$ cat config.mk
export PLATFORM = sky130hd
export DESIGN_NAME = io_uart_bridge
export DESIGN_NICKNAME = d
export VERILOG_FILES = /design/src/rtl/io_pkg.sv /design/src/rtl/io_sync_fifo.sv /design/src/rtl/io_uart_bridge.sv
export SDC_FILE = /design/constraint.sdc
export NUM_CORES = 1
export LEC_CHECK = 0
export ABC_AREA = 1
export BUFFER_PORTS_ARGS = -buffer_cell sky130_fd_sc_hd__buf_2
export CAP_MARGIN = 20
export CORE_ASPECT_RATIO = 1.75
export CORE_MARGIN = 1
export CORE_UTILIZATION = 60
export CTS_BUF_LIST = sky130_fd_sc_hd__clkbuf_16
export CTS_CLUSTER_DIAMETER = 150
export DETAILED_ROUTE_END_ITERATION = 16
export PLACE_DENSITY_LB_ADDON = 0.3
export SETUP_SLACK_MARGIN = 0.1
export SYNTH_ARGS = -nofsm -noshare
export SYNTH_HDL_FRONTEND = slang
export SYNTH_HIERARCHICAL = 1
export SYNTH_SLANG_ARGS = --single-unit
$ cat constraint.sdc
create_clock -name CLK -period 4.55 [get_ports CLK]
set_input_delay 0.91 -clock CLK [delete_from_list [all_inputs] [get_ports CLK]]
set_output_delay 0.91 -clock CLK [all_outputs]
set_load 0.02 [all_outputs]
$ cat src/rtl/io_pkg.sv
// Shared constants and state types for the UART-backed processor I/O bridge.
package io_pkg;

    localparam int UART_FRAME_BITS = 10;

    localparam int ERR_OVERRUN = 0;
    localparam int ERR_FRAMING = 1;

    typedef enum logic [1:0] {
        IDLE    = 2'd0,
        DONE    = 2'd1,
        RELEASE = 2'd2
    } io_state_e;

    typedef enum logic [1:0] {
        RX_IDLE  = 2'd0,
        RX_START = 2'd1,
        RX_DATA  = 2'd2,
        RX_STOP  = 2'd3
    } rx_state_e;

endpackage

$ cat src/rtl/io_sync_fifo.sv
// Show-ahead synchronous FIFO; a pop in the same cycle frees room for a push
// into a full FIFO.
module io_sync_fifo #(
    parameter int WIDTH = 8,
    parameter int DEPTH = 16
) (
    input  logic             i_clk,
    input  logic             i_rst_n,
    input  logic             i_push,
    input  logic [WIDTH-1:0] i_din,
    input  logic             i_pop,
    output logic [WIDTH-1:0] o_dout,
    output logic             o_full,
    output logic             o_empty
);

    localparam int AW = $clog2(DEPTH);

    logic [WIDTH-1:0] r_mem [DEPTH];
    logic [AW:0]      r_wptr;
    logic [AW:0]      r_rptr;
    logic             w_do_push;
    logic             w_do_pop;

    assign o_empty   = (r_wptr == r_rptr);
    assign o_full    = (r_wptr[AW] != r_rptr[AW]) && (r_wptr[AW-1:0] == r_rptr[AW-1:0]);
    assign w_do_pop  = i_pop && !o_empty;
    assign w_do_push = i_push && (!o_full || w_do_pop);
    assign o_dout    = r_mem[r_rptr[AW-1:0]];

    always_ff @(posedge i_clk or negedge i_rst_n) begin
        if (!i_rst_n) begin
            r_wptr <= '0;
            r_rptr <= '0;
        end else begin
            if (w_do_push) r_wptr <= r_wptr + 1'b1;
            if (w_do_pop)  r_rptr <= r_rptr + 1'b1;
        end
    end

    always_ff @(posedge i_clk) begin
        if (w_do_push) r_mem[r_wptr[AW-1:0]] <= i_din;
    end

endmodule

$ cat src/rtl/io_uart_bridge.sv
// Serves the processor's level read/write handshake from an 8N1 UART with
// RX and TX byte FIFOs; serialisers are inline.
module io_uart_bridge
    import io_pkg::*;
#(
    parameter int CLKS_PER_BIT = 868,
    parameter int RX_DEPTH     = 16,
    parameter int TX_DEPTH     = 16
) (
    input  logic       CLK,
    input  logic       RSTN,
    input  logic       io_read_req,
    input  logic       io_write_req,
    input  logic [7:0] io_wdata,
    output logic       io_ready,
    output logic       io_done,
    output logic [7:0] io_rdata,
    input  logic       uart_rxd,
    output logic       uart_txd,
    output logic [1:0] uart_err
);

    localparam int             CW       = $clog2(CLKS_PER_BIT);
    localparam logic [CW-1:0]  CNT_LAST = CW'(CLKS_PER_BIT - 1);
    localparam logic [CW-1:0]  CNT_HALF = CW'(CLKS_PER_BIT / 2 - 1);

    io_state_e     r_state;
    logic [7:0]    r_rdata;
    logic          w_rx_pop;
    logic          w_tx_push;

    logic [7:0]    w_rx_dout;
    logic          w_rx_full;
    logic          w_rx_empty;
    logic [7:0]    w_tx_dout;
    logic          w_tx_full;
    logic          w_tx_empty;

    logic          r_tx_busy;
    logic [8:0]    r_tx_shift;
    logic [3:0]    r_tx_bitcnt;
    logic [CW-1:0] r_tx_clkcnt;
    logic          r_txd;
    logic          w_tx_tick;
    logic          w_tx_last;
    logic          w_tx_pop;

    logic [1:0]    r_rx_sync;
    logic          r_rx_prev;
    logic          w_rx_bit;
    rx_state_e     r_rx_state;
    logic [CW-1:0] r_rx_clkcnt;
    logic [2:0]    r_rx_bitcnt;
    logic [7:0]    r_rx_shift;
    logic          r_rx_push;
    logic [7:0]    r_rx_byte;
    logic [1:0]    r_err;

    assign io_ready = (r_state == IDLE);
    assign io_done  = (r_state == DONE);
    assign io_rdata = r_rdata;
    assign uart_txd = r_txd;
    assign uart_err = r_err;

    // A raised read request masks any simultaneous write until the next IDLE.
    always_comb begin
        w_rx_pop  = 1'b0;
        w_tx_push = 1'b0;
        if (r_state == IDLE) begin
            if (io_read_req)       w_rx_pop  = !w_rx_empty;
            else if (io_write_req) w_tx_push = !w_tx_full;
        end
    end

    always_ff @(posedge CLK or negedge RSTN) begin
        if (!RSTN) begin
            r_state <= IDLE;
            r_rdata <= '0;
        end else begin
            case (r_state)
                IDLE: begin
                    if (w_rx_pop) begin
                        r_rdata <= w_rx_dout;
                        r_state <= DONE;
                    end else if (w_tx_push) begin
                        r_state <= DONE;
                    end
                end
                DONE:    r_state <= RELEASE;
                RELEASE: if (!io_read_req && !io_write_req) r_state <= IDLE;
                default: r_state <= IDLE;
            endcase
        end
    end

    io_sync_fifo #(
        .WIDTH (8),
        .DEPTH (RX_DEPTH)
    ) u_rx_fifo (
        .i_clk   (CLK),
        .i_rst_n (RSTN),
        .i_push  (r_rx_push),
        .i_din   (r_rx_byte),
        .i_pop   (w_rx_pop),
        .o_dout  (w_rx_dout),
        .o_full  (w_rx_full),
        .o_empty (w_rx_empty)
    );

    io_sync_fifo #(
        .WIDTH (8),
        .DEPTH (TX_DEPTH)
    ) u_tx_fifo (
        .i_clk   (CLK),
        .i_rst_n (RSTN),
        .i_push  (w_tx_push),
        .i_din   (io_wdata),
        .i_pop   (w_tx_pop),
        .o_dout  (w_tx_dout),
        .o_full  (w_tx_full),
        .o_empty (w_tx_empty)
    );

    // Next byte is loaded on the last stop-bit cycle so frames run back to back.
    assign w_tx_tick = r_tx_busy && (r_tx_clkcnt == CNT_LAST);
    assign w_tx_last = w_tx_tick && (r_tx_bitcnt == 4'(UART_FRAME_BITS - 1));
    assign w_tx_pop  = !w_tx_empty && (!r_tx_busy || w_tx_last);

    always_ff @(posedge CLK or negedge RSTN) begin
        if (!RSTN) begin
            r_tx_busy   <= 1'b0;
            r_tx_shift  <= '1;
            r_tx_bitcnt <= '0;
            r_tx_clkcnt <= '0;
            r_txd       <= 1'b1;
        end else if (w_tx_pop) begin
            r_tx_busy   <= 1'b1;
            r_tx_shift  <= {1'b1, w_tx_dout};
            r_tx_bitcnt <= '0;
            r_tx_clkcnt <= '0;
            r_txd       <= 1'b0;
        end else if (w_tx_last) begin
            r_tx_busy   <= 1'b0;
            r_tx_clkcnt <= '0;
            r_txd       <= 1'b1;
        end else if (w_tx_tick) begin
            r_txd       <= r_tx_shift[0];
            r_tx_shift  <= {1'b1, r_tx_shift[8:1]};
            r_tx_bitcnt <= r_tx_bitcnt + 1'b1;
            r_tx_clkcnt <= '0;
        end else if (r_tx_busy) begin
            r_tx_clkcnt <= r_tx_clkcnt + 1'b1;
        end
    end

    assign w_rx_bit = r_rx_sync[1];

    always_ff @(posedge CLK or negedge RSTN) begin
        if (!RSTN) begin
            r_rx_sync   <= '1;
            r_rx_prev   <= 1'b1;
            r_rx_state  <= RX_IDLE;
            r_rx_clkcnt <= '0;
            r_rx_bitcnt <= '0;
            r_rx_shift  <= '0;
            r_rx_push   <= 1'b0;
            r_rx_byte   <= '0;
        end else begin
            r_rx_sync <= {r_rx_sync[0], uart_rxd};
            r_rx_prev <= w_rx_bit;
            r_rx_push <= 1'b0;
            case (r_rx_state)
                RX_IDLE: begin
                    if (r_rx_prev && !w_rx_bit) begin
                        r_rx_state  <= RX_START;
                        r_rx_clkcnt <= '0;
                    end
                end
                RX_START: begin
                    if (r_rx_clkcnt == CNT_HALF) begin
                        r_rx_clkcnt <= '0;
                        r_rx_bitcnt <= '0;
                        r_rx_state  <= w_rx_bit ? RX_IDLE : RX_DATA;
                    end else begin
                        r_rx_clkcnt <= r_rx_clkcnt + 1'b1;
                    end
                end
                RX_DATA: begin
                    if (r_rx_clkcnt == CNT_LAST) begin
                        r_rx_clkcnt <= '0;
                        r_rx_shift  <= {w_rx_bit, r_rx_shift[7:1]};
                        if (r_rx_bitcnt == 3'd7) r_rx_state <= RX_STOP;
                        else                     r_rx_bitcnt <= r_rx_bitcnt + 1'b1;
                    end else begin
                        r_rx_clkcnt <= r_rx_clkcnt + 1'b1;
                    end
                end
                RX_STOP: begin
                    if (r_rx_clkcnt == CNT_LAST) begin
                        r_rx_clkcnt <= '0;
                        r_rx_state  <= RX_IDLE;
                        if (w_rx_bit) begin
                            r_rx_push <= 1'b1;
                            r_rx_byte <= r_rx_shift;
                        end
                    end else begin
                        r_rx_clkcnt <= r_rx_clkcnt + 1'b1;
                    end
                end
                default: r_rx_state <= RX_IDLE;
            endcase
        end
    end

    always_ff @(posedge CLK or negedge RSTN) begin
        if (!RSTN) begin
            r_err <= '0;
        end else begin
            if (r_rx_state == RX_STOP && r_rx_clkcnt == CNT_LAST && !w_rx_bit)
                r_err[ERR_FRAMING] <= 1'b1;
            if (r_rx_push && w_rx_full && !w_rx_pop)
                r_err[ERR_OVERRUN] <= 1'b1;
        end
    end

endmodule

; After elaboration in Yosys (flattened, before gate mapping)
; Memories as Yosys holds them, arrays and structs flattened. A register that Yosys moved wholly into a read port is not among the register bits.
; Index checks and enable logic that the tools add are counted.
[op_classes]
n_div = 0
magnitude_cmp = 0
n_mux = 46
shift = 0
n_addsub = 8
n_eq_ne = 25
n_mul = 0
bitwise = 0
reduce_logical = 43
[ops]
columns = cell, count
row1 = 10-bit two-way mux, 7
row2 = 10-bit case mux with 3 select lines, 1
row3 = 9-bit two-way mux, 3
row4 = "10-bit by 1-bit adder with 10-bit output, second input constant", 2
row5 = "5-bit by 1-bit adder with 5-bit output, second input constant", 4
row6 = "10-bit equality test, second input constant", 2
row7 = 2-bit two-way mux, 9
row8 = 1-bit two-way mux, 17
row9 = 1-bit logical AND, 15
row10 = "2-bit != test, second input constant", 7
row11 = 4-bit two-way mux, 3
row12 = "10-bit by 9-bit equality test with 1-bit output, second input constant", 1
row13 = 5-bit equality test, 2
row14 = 1-bit logical NOT, 10
row15 = 3-bit two-way mux, 3
row16 = 4-bit equality test, 2
row17 = 2-bit case mux with 4 select lines, 1
row18 = 2-bit AND reduction, 4
row19 = "2-bit equality test, second input constant", 3
row20 = 2-bit case mux with 3 select lines, 1
row21 = 3-bit case mux with 2 select lines, 1
row22 = 2-bit nonzero test, 3
row23 = 5-bit AND reduction, 1
row24 = "4-bit by 1-bit adder with 4-bit output, second input constant", 1
row25 = 14 further kinds, 19
[totals]
latch_bits = 0
out_inout_bits = 13
n_memories = 2
register_bits = 84
ramBits = 256
rom_bits = 0
word_cells = 144
in_bits = 13
[mem_list]
columns = memory, words, width, read_ports, rd_clocked_by_memory_dff, wr, line_no
row1 = u_rx_fifo.r_mem, 16, 8, 1, 1, 1, io_sync_fifo.sv:19  ; logic [WIDTH-1:0] r_mem [DEPTH];
row2 = u_tx_fifo.r_mem, 16, 8, 1, 0, 1, io_sync_fifo.sv:19

; Logic depth before layout (Yosys ltp)
[depth]
depth_word = 10
mapped_depth = 17

; Modules after synthesis
; The synthesis kept the hierarchy.
[by_module_without_submodules]
columns = module, cells_per_inst, n_inst, area_per_inst_um2, seq_area_each_um2
row1 = io_sync_fifo (u_rx_fifo), 512, 1, 5864.4, 4093.9
row2 = io_sync_fifo (u_tx_fifo), 512, 1, 5851.9, 4093.9
row3 = io_uart_bridge, 411, 1, 3480.8, 1791.7

; Least setup slack after synthesis
; No wires, ideal clock.
[synth_path]
kind = input to register
startpoint = input port io_read_req
endpoint = memory u_rx_fifo.r_mem[12][0], enable pin
path_slack_ns = 1.944
cell_stages = 8
arrival_time_ns = 2.235
cell_sequence = inv_1 nor3_1 buf_2 inv_1 nand4_4 nand2_4 buf_4 nor2_1
[synth_between]
elab_chain_len = 7
[synth_rtl]
columns = element, line_no
row1 = start: declaration, io_uart_bridge.sv:12  ; input logic io_read_req,
row2 = 1-bit two-way mux, io_uart_bridge.sv:70  ; if (io_read_req) w_rx_pop = !w_rx_empty;
row3 = 1-bit two-way mux, io_uart_bridge.sv:69  ; if (r_state == IDLE) begin
row4 = net w_rx_pop, io_uart_bridge.sv:29  ; logic w_rx_pop;
row5 = 1-bit logical AND, io_sync_fifo.sv:27  ; assign w_do_pop = i_pop && !o_empty;
row6 = 1-bit logical OR, io_sync_fifo.sv:28  ; assign w_do_push = i_push && (!o_full || w_do_pop);
row7 = 1-bit logical AND, io_sync_fifo.sv:28
row8 = 1-bit two-way mux, io_sync_fifo.sv:42  ; if (w_do_push) r_mem[r_wptr[AW-1:0]] <= i_din;
row9 = 1-bit two-way mux (not written as such), io_sync_fifo.sv:42
row10 = end: declaration, io_sync_fifo.sv:19
; The timed path passes the listed nets, and every way through them passes these cells.

; Worst setup path in the final report
[layout_path]
startpoint = register r_tx_busy
endpoint = memory u_tx_fifo.r_mem[10][3], enable pin
[layout_between]
elab_chain_len = 9
word_cells_on_any_way = 10
cone_classes = 2 x mux / 8 x reduce/logical
[layout_rtl]
columns = element, line_no
row1 = start: declaration, io_uart_bridge.sv:39  ; logic r_tx_busy;
row2 = start signal: assignment, io_uart_bridge.sv:131  ; r_tx_busy <= 1'b0;
row3 = start signal: assignment, io_uart_bridge.sv:137  ; r_tx_busy <= 1'b1;
row4 = start signal: assignment, io_uart_bridge.sv:143  ; r_tx_busy <= 1'b0;
row5 = 1-bit logical AND, io_uart_bridge.sv:125  ; assign w_tx_tick = r_tx_busy && (r_tx_clkcnt == CNT_LAST);
row6 = 1-bit logical AND, io_uart_bridge.sv:126  ; assign w_tx_last = w_tx_tick && (r_tx_bitcnt == 4'(UART_FRAME_BITS - 1));
row7 = 1-bit logical OR (*), io_uart_bridge.sv:127  ; assign w_tx_pop = !w_tx_empty && (!r_tx_busy || w_tx_last);
row8 = 1-bit logical AND (*), io_uart_bridge.sv:127
row9 = net w_tx_pop, io_uart_bridge.sv:46  ; logic w_tx_pop;
row10 = 1-bit logical AND (*), io_sync_fifo.sv:27
row11 = 1-bit logical OR (*), io_sync_fifo.sv:28
row12 = 1-bit logical AND (*), io_sync_fifo.sv:28
row13 = 1-bit two-way mux (*), io_sync_fifo.sv:42
row14 = 1-bit two-way mux (not written as such) (*), io_sync_fifo.sv:42
row15 = end: declaration, io_sync_fifo.sv:19
; Mark *: on every way through the listed nets, which the timed path passes. The rest lies on a longest branch.

==> implementation parameters <==
Parameter                              Value

Clock tree
  Largest buffer count on any clock path ... 3
  Clock-pin transition on the worst setup and hold timing paths ... 0.07 ns
  Worst-Skew Late Latency ... 0.57 ns
  Setup fix buffers added after clock tree synthesis ... 0
  Sinks on Clock Net ... ~350
  Root Buffer Master ... clkbuf_16
  H-tree depth ... 1
  Clock tree from TritonCTS ... built
  Number of gates given a new drive strength after cts ... 0
  CTS Buf Count ... 30
  Post-CTS Hold Buffers ... 0

Critical path
  Class of the most critical setup path ... flip-flop to flip-flop
  Required arrival time at the worst endpoint ... between 4 and 5 ns
  Startpoint type of the worst setup path ... flip-flop
  Capturing element type of the critical path ... flip-flop
  Endpoint arrival time on the critical path ... 3.75 ns
  Crit path max fanout ... 21

Layout
  Area of all sequential standard cells ... roughly 0.01 mm2
  Area delta synth->final ... 8.25%
  Share of post-route cells with drive strength above 1 ... 10.2%
  # fillers ... 1,862
  Number of antenna diodes ... 0
  Number of nets in the layout ... ~1,500
  Area taken by multi-input logic gates ... 0.00452 mm2

Global routing
  GRT overflow ... 0
  Via count of the first global-routing pass ... 10,100
  Total Routing Usage GR ... about 28%
  First-pass GRT wire length ... 53,300 um
  Number of antenna violations at the first check in global routing ... 0
  Pin count of the biggest net entering global routing ... 74

Synth
  Top cell type by total area after synthesis ... edfxtp_1
  Main area contributors after synthesis ... edfxtp_1, dfrtp_1, nand2_1
  Synth warnings ... 6
  Cells after synthesis ... 1,435
  Syn Std Cell Area ... 0.0152 mm2
  Share of flip-flops with an asynchronous set or reset ... 26.2%
  Most frequent cell after synthesis ... nand2_1
  Synth Net Count ... 1,465
  Dominant register cell in the synthesized netlist ... edfxtp_1
  Number of enable flip-flop cells after synthesis ... 256
  Area share of the leading cell type in the synthesized netlist ... 50.6%
  List of most frequent post-synthesis cells ... nand2_1, edfxtp_1, nor2_1
  Sequential-to-total area share from yosys stat ... about two thirds
  Number of distinct library cells after synthesis ... 41
  Post-synthesis register bit count ... between 300 and 400
  Mean Syn Cell Area ... 10.6 um2

Route
  Wire length after detailed routing ... 34,400 um
  Average vias per placed instance ... 5.80
  Wire length per cell after detailed routing ... 19.4 um
  Post-route DRC violation count ... 0
  Number of vias in the routed layout ... 10,300
  Remaining number of nets flagged by the antenna check after routing ... 0
  DR iter-0 viols ... 786
  Detailed-routing iteration count for the pre-antenna-repair pass ... 5

Floorplan
  Overall die height ... 213 um
  Initial core utilization ... 61.5%
  Full die area ... 0.0260 mm2
  Core Region ... approximately 0.025 mm2
  Top Ports ... 26
  Rows ... 76
  Overall die width ... roughly 120 um

Power
  Worst voltage drop across the vdd grid ... between 300 and 400 uV
  Power density over the cells ... 458 mW/mm2
  Leakage power total ... 6.71 nW

Place
  Placer congestion estimate ... approximately 0.92
  Final HPWL from detailed placement ... between 20,000 and 25,000 um
  Number of input and output port buffers inserted ... 25

STA
  TNS Setup ... 0 ns
  Unrepaired setup endpoints after global routing ... false
  Worst hold slack after final layout ... 0.186 ns
  Worst clock skew ... 0.0140 ns
  Maximum clock rate ... 281 MHz
  Pin slew with the least headroom to its limit ... around 1.1 ns
  Total of endpoints with negative setup slack in the final report ... 0
  Final Slew Violations ... 0
  Endpoints failing hold ... 0
  Slew headroom ... 28.7%
  Portion of the clock cycle consumed by the worst path in the final layout ... 78.1%
  Shortest period the worst path allows ... 3.56 ns

Status
  Result of the run ... finished, final reports clean

Flow run
  Reported max-cap violation count ... 0

Worst hold path
  Class of the tightest hold or removal check ... input pin to asynchronous set/reset pin
==> where the power goes <==
group | total [mW] | internal [mW] | switching, mW | leakage (nW)
registers | 3.75 | 3.57 | 0.180 | 3.83
clock network | 2.45 | 1.33 | 1.11 | 0.467
logic | 1.34 | 0.385 | 0.950 | 2.42
==> metrics by stage <==
stage	instance area (um2)	util [%]	setup WS [ns]	power, mW	instances
floorplan	15200	-	1.94	4.73	1435
global placement	15500	62.5	1.21	5.09	1719
detailed placement	15500	62.5	1.05	5.13	1719
CTS	16400	66.4	1.00	7.57	1775
global route	16500	66.5	0.674	7.87	1776
finish	16500	66.5	0.994	7.54	1776
==> cell usage in the layout (no fill, tap or decap), types with 11 or more instances in the layout <==
cell and count:
nand2_1 284, edfxtp_1 256, nor2_1 245, o21ai_0 148, inv_1 94, dfrtp_1 77
nand3_1 65, clkbuf_16 32, o211ai_1 32, o21ai_1 28, buf_2 24, o22ai_1 23
nand2_2 17, ha_1 17, dfstp_2 12, o2111ai_1 11
==> cell families (layout without fill, tap and decap cells) <==
| group | count (synthesis) | after routing | synth area share, % |
|---|---|---|---|
| and+or+nand+nor | 642 | 642 | 17.9 |
| DFF | 347 | 347 | 65.7 |
| AOI/OAI and AO/OA | 249 | 249 | 9.32 |
| buffers and inverters | 162 | 191 | 4.62 |
| adders and majority gates | 17 | 17 | 1.40 |
| xor gates and xnor gates | 17 | 17 | 0.980 |
| muxes | 1 | 1 | 0.0659 |
==> flip-flops by register name, summed over array words and instances (netlist names), 3 cells and up, named ones only <==
signal / count
io_rdata: 8
r_rx_bitcnt: 3
r_rx_byte: 8
r_rx_clkcnt: 10
r_rx_shift: 8
r_tx_bitcnt: 4
r_tx_clkcnt: 10
r_tx_shift: 8
u_rx_fifo/r_mem: 128
u_rx_fifo/r_rptr: 5
u_rx_fifo/r_wptr: 5
u_tx_fifo/r_mem: 128
u_tx_fifo/r_rptr: 5
u_tx_fifo/r_wptr: 5
==> worst max-delay path: stages, from the launching register on <==
cell and delay (ns):
dfrtp_1 0.76, nand4_1 0.19, nor2_2 0.43, nand2_1 0.19, nand2_4 0.15, nand2_2 0.08, inv_1 0.09, inv_1 0.07
nand4_4 0.14, nand2_2 0.35, nor2_1 0.71
==> layer usage <==
metal  vias up  track usage (%)  part of all wire [%]
li1       4888                -                     -
met1      4928             29.9                    35
met2       374             51.2                    54
met3       106             2.92                   4.6
met4         0             15.9                   5.7
met5         -                0                     0
==> final timing paths <==
path / startpoint / endpoint / slack (ns) / cells past startpoint
max: r_tx_busy$_DFFE_PN0P_ / u_tx_fifo/r_mem[10][3]$_DFFE_PP_ / 0.99 / 10
min: RSTN / r_rx_clkcnt[4]$_DFFE_PN0P_ / 0.19 / 1
max reg2reg: r_tx_busy$_DFFE_PN0P_ / u_tx_fifo/r_mem[10][3]$_DFFE_PP_ / 0.99 / 10
min reg2reg: r_rx_sync[0]$_DFF_PN1_ / r_rx_sync[1]$_DFF_PN1_ / 0.36 / 0
max in group asynchronous: RSTN / r_tx_bitcnt[0]$_DFFE_PN0P_ / 3.46 / 3
min in group CLK: r_rx_sync[0]$_DFF_PN1_ / r_rx_sync[1]$_DFF_PN1_ / 0.36 / 0
==> area by class of cell <==
type,instances,share of cell area (%)
clock buffers,32,4.87
clock inverters,24,0.996
inverters,100,2.28
multi-input cells,926,27.4
flip-flops and latches,347,60.7
well taps,312,2.37
repair buffers,35,1.35
Power figures use the tool's default switching activity.
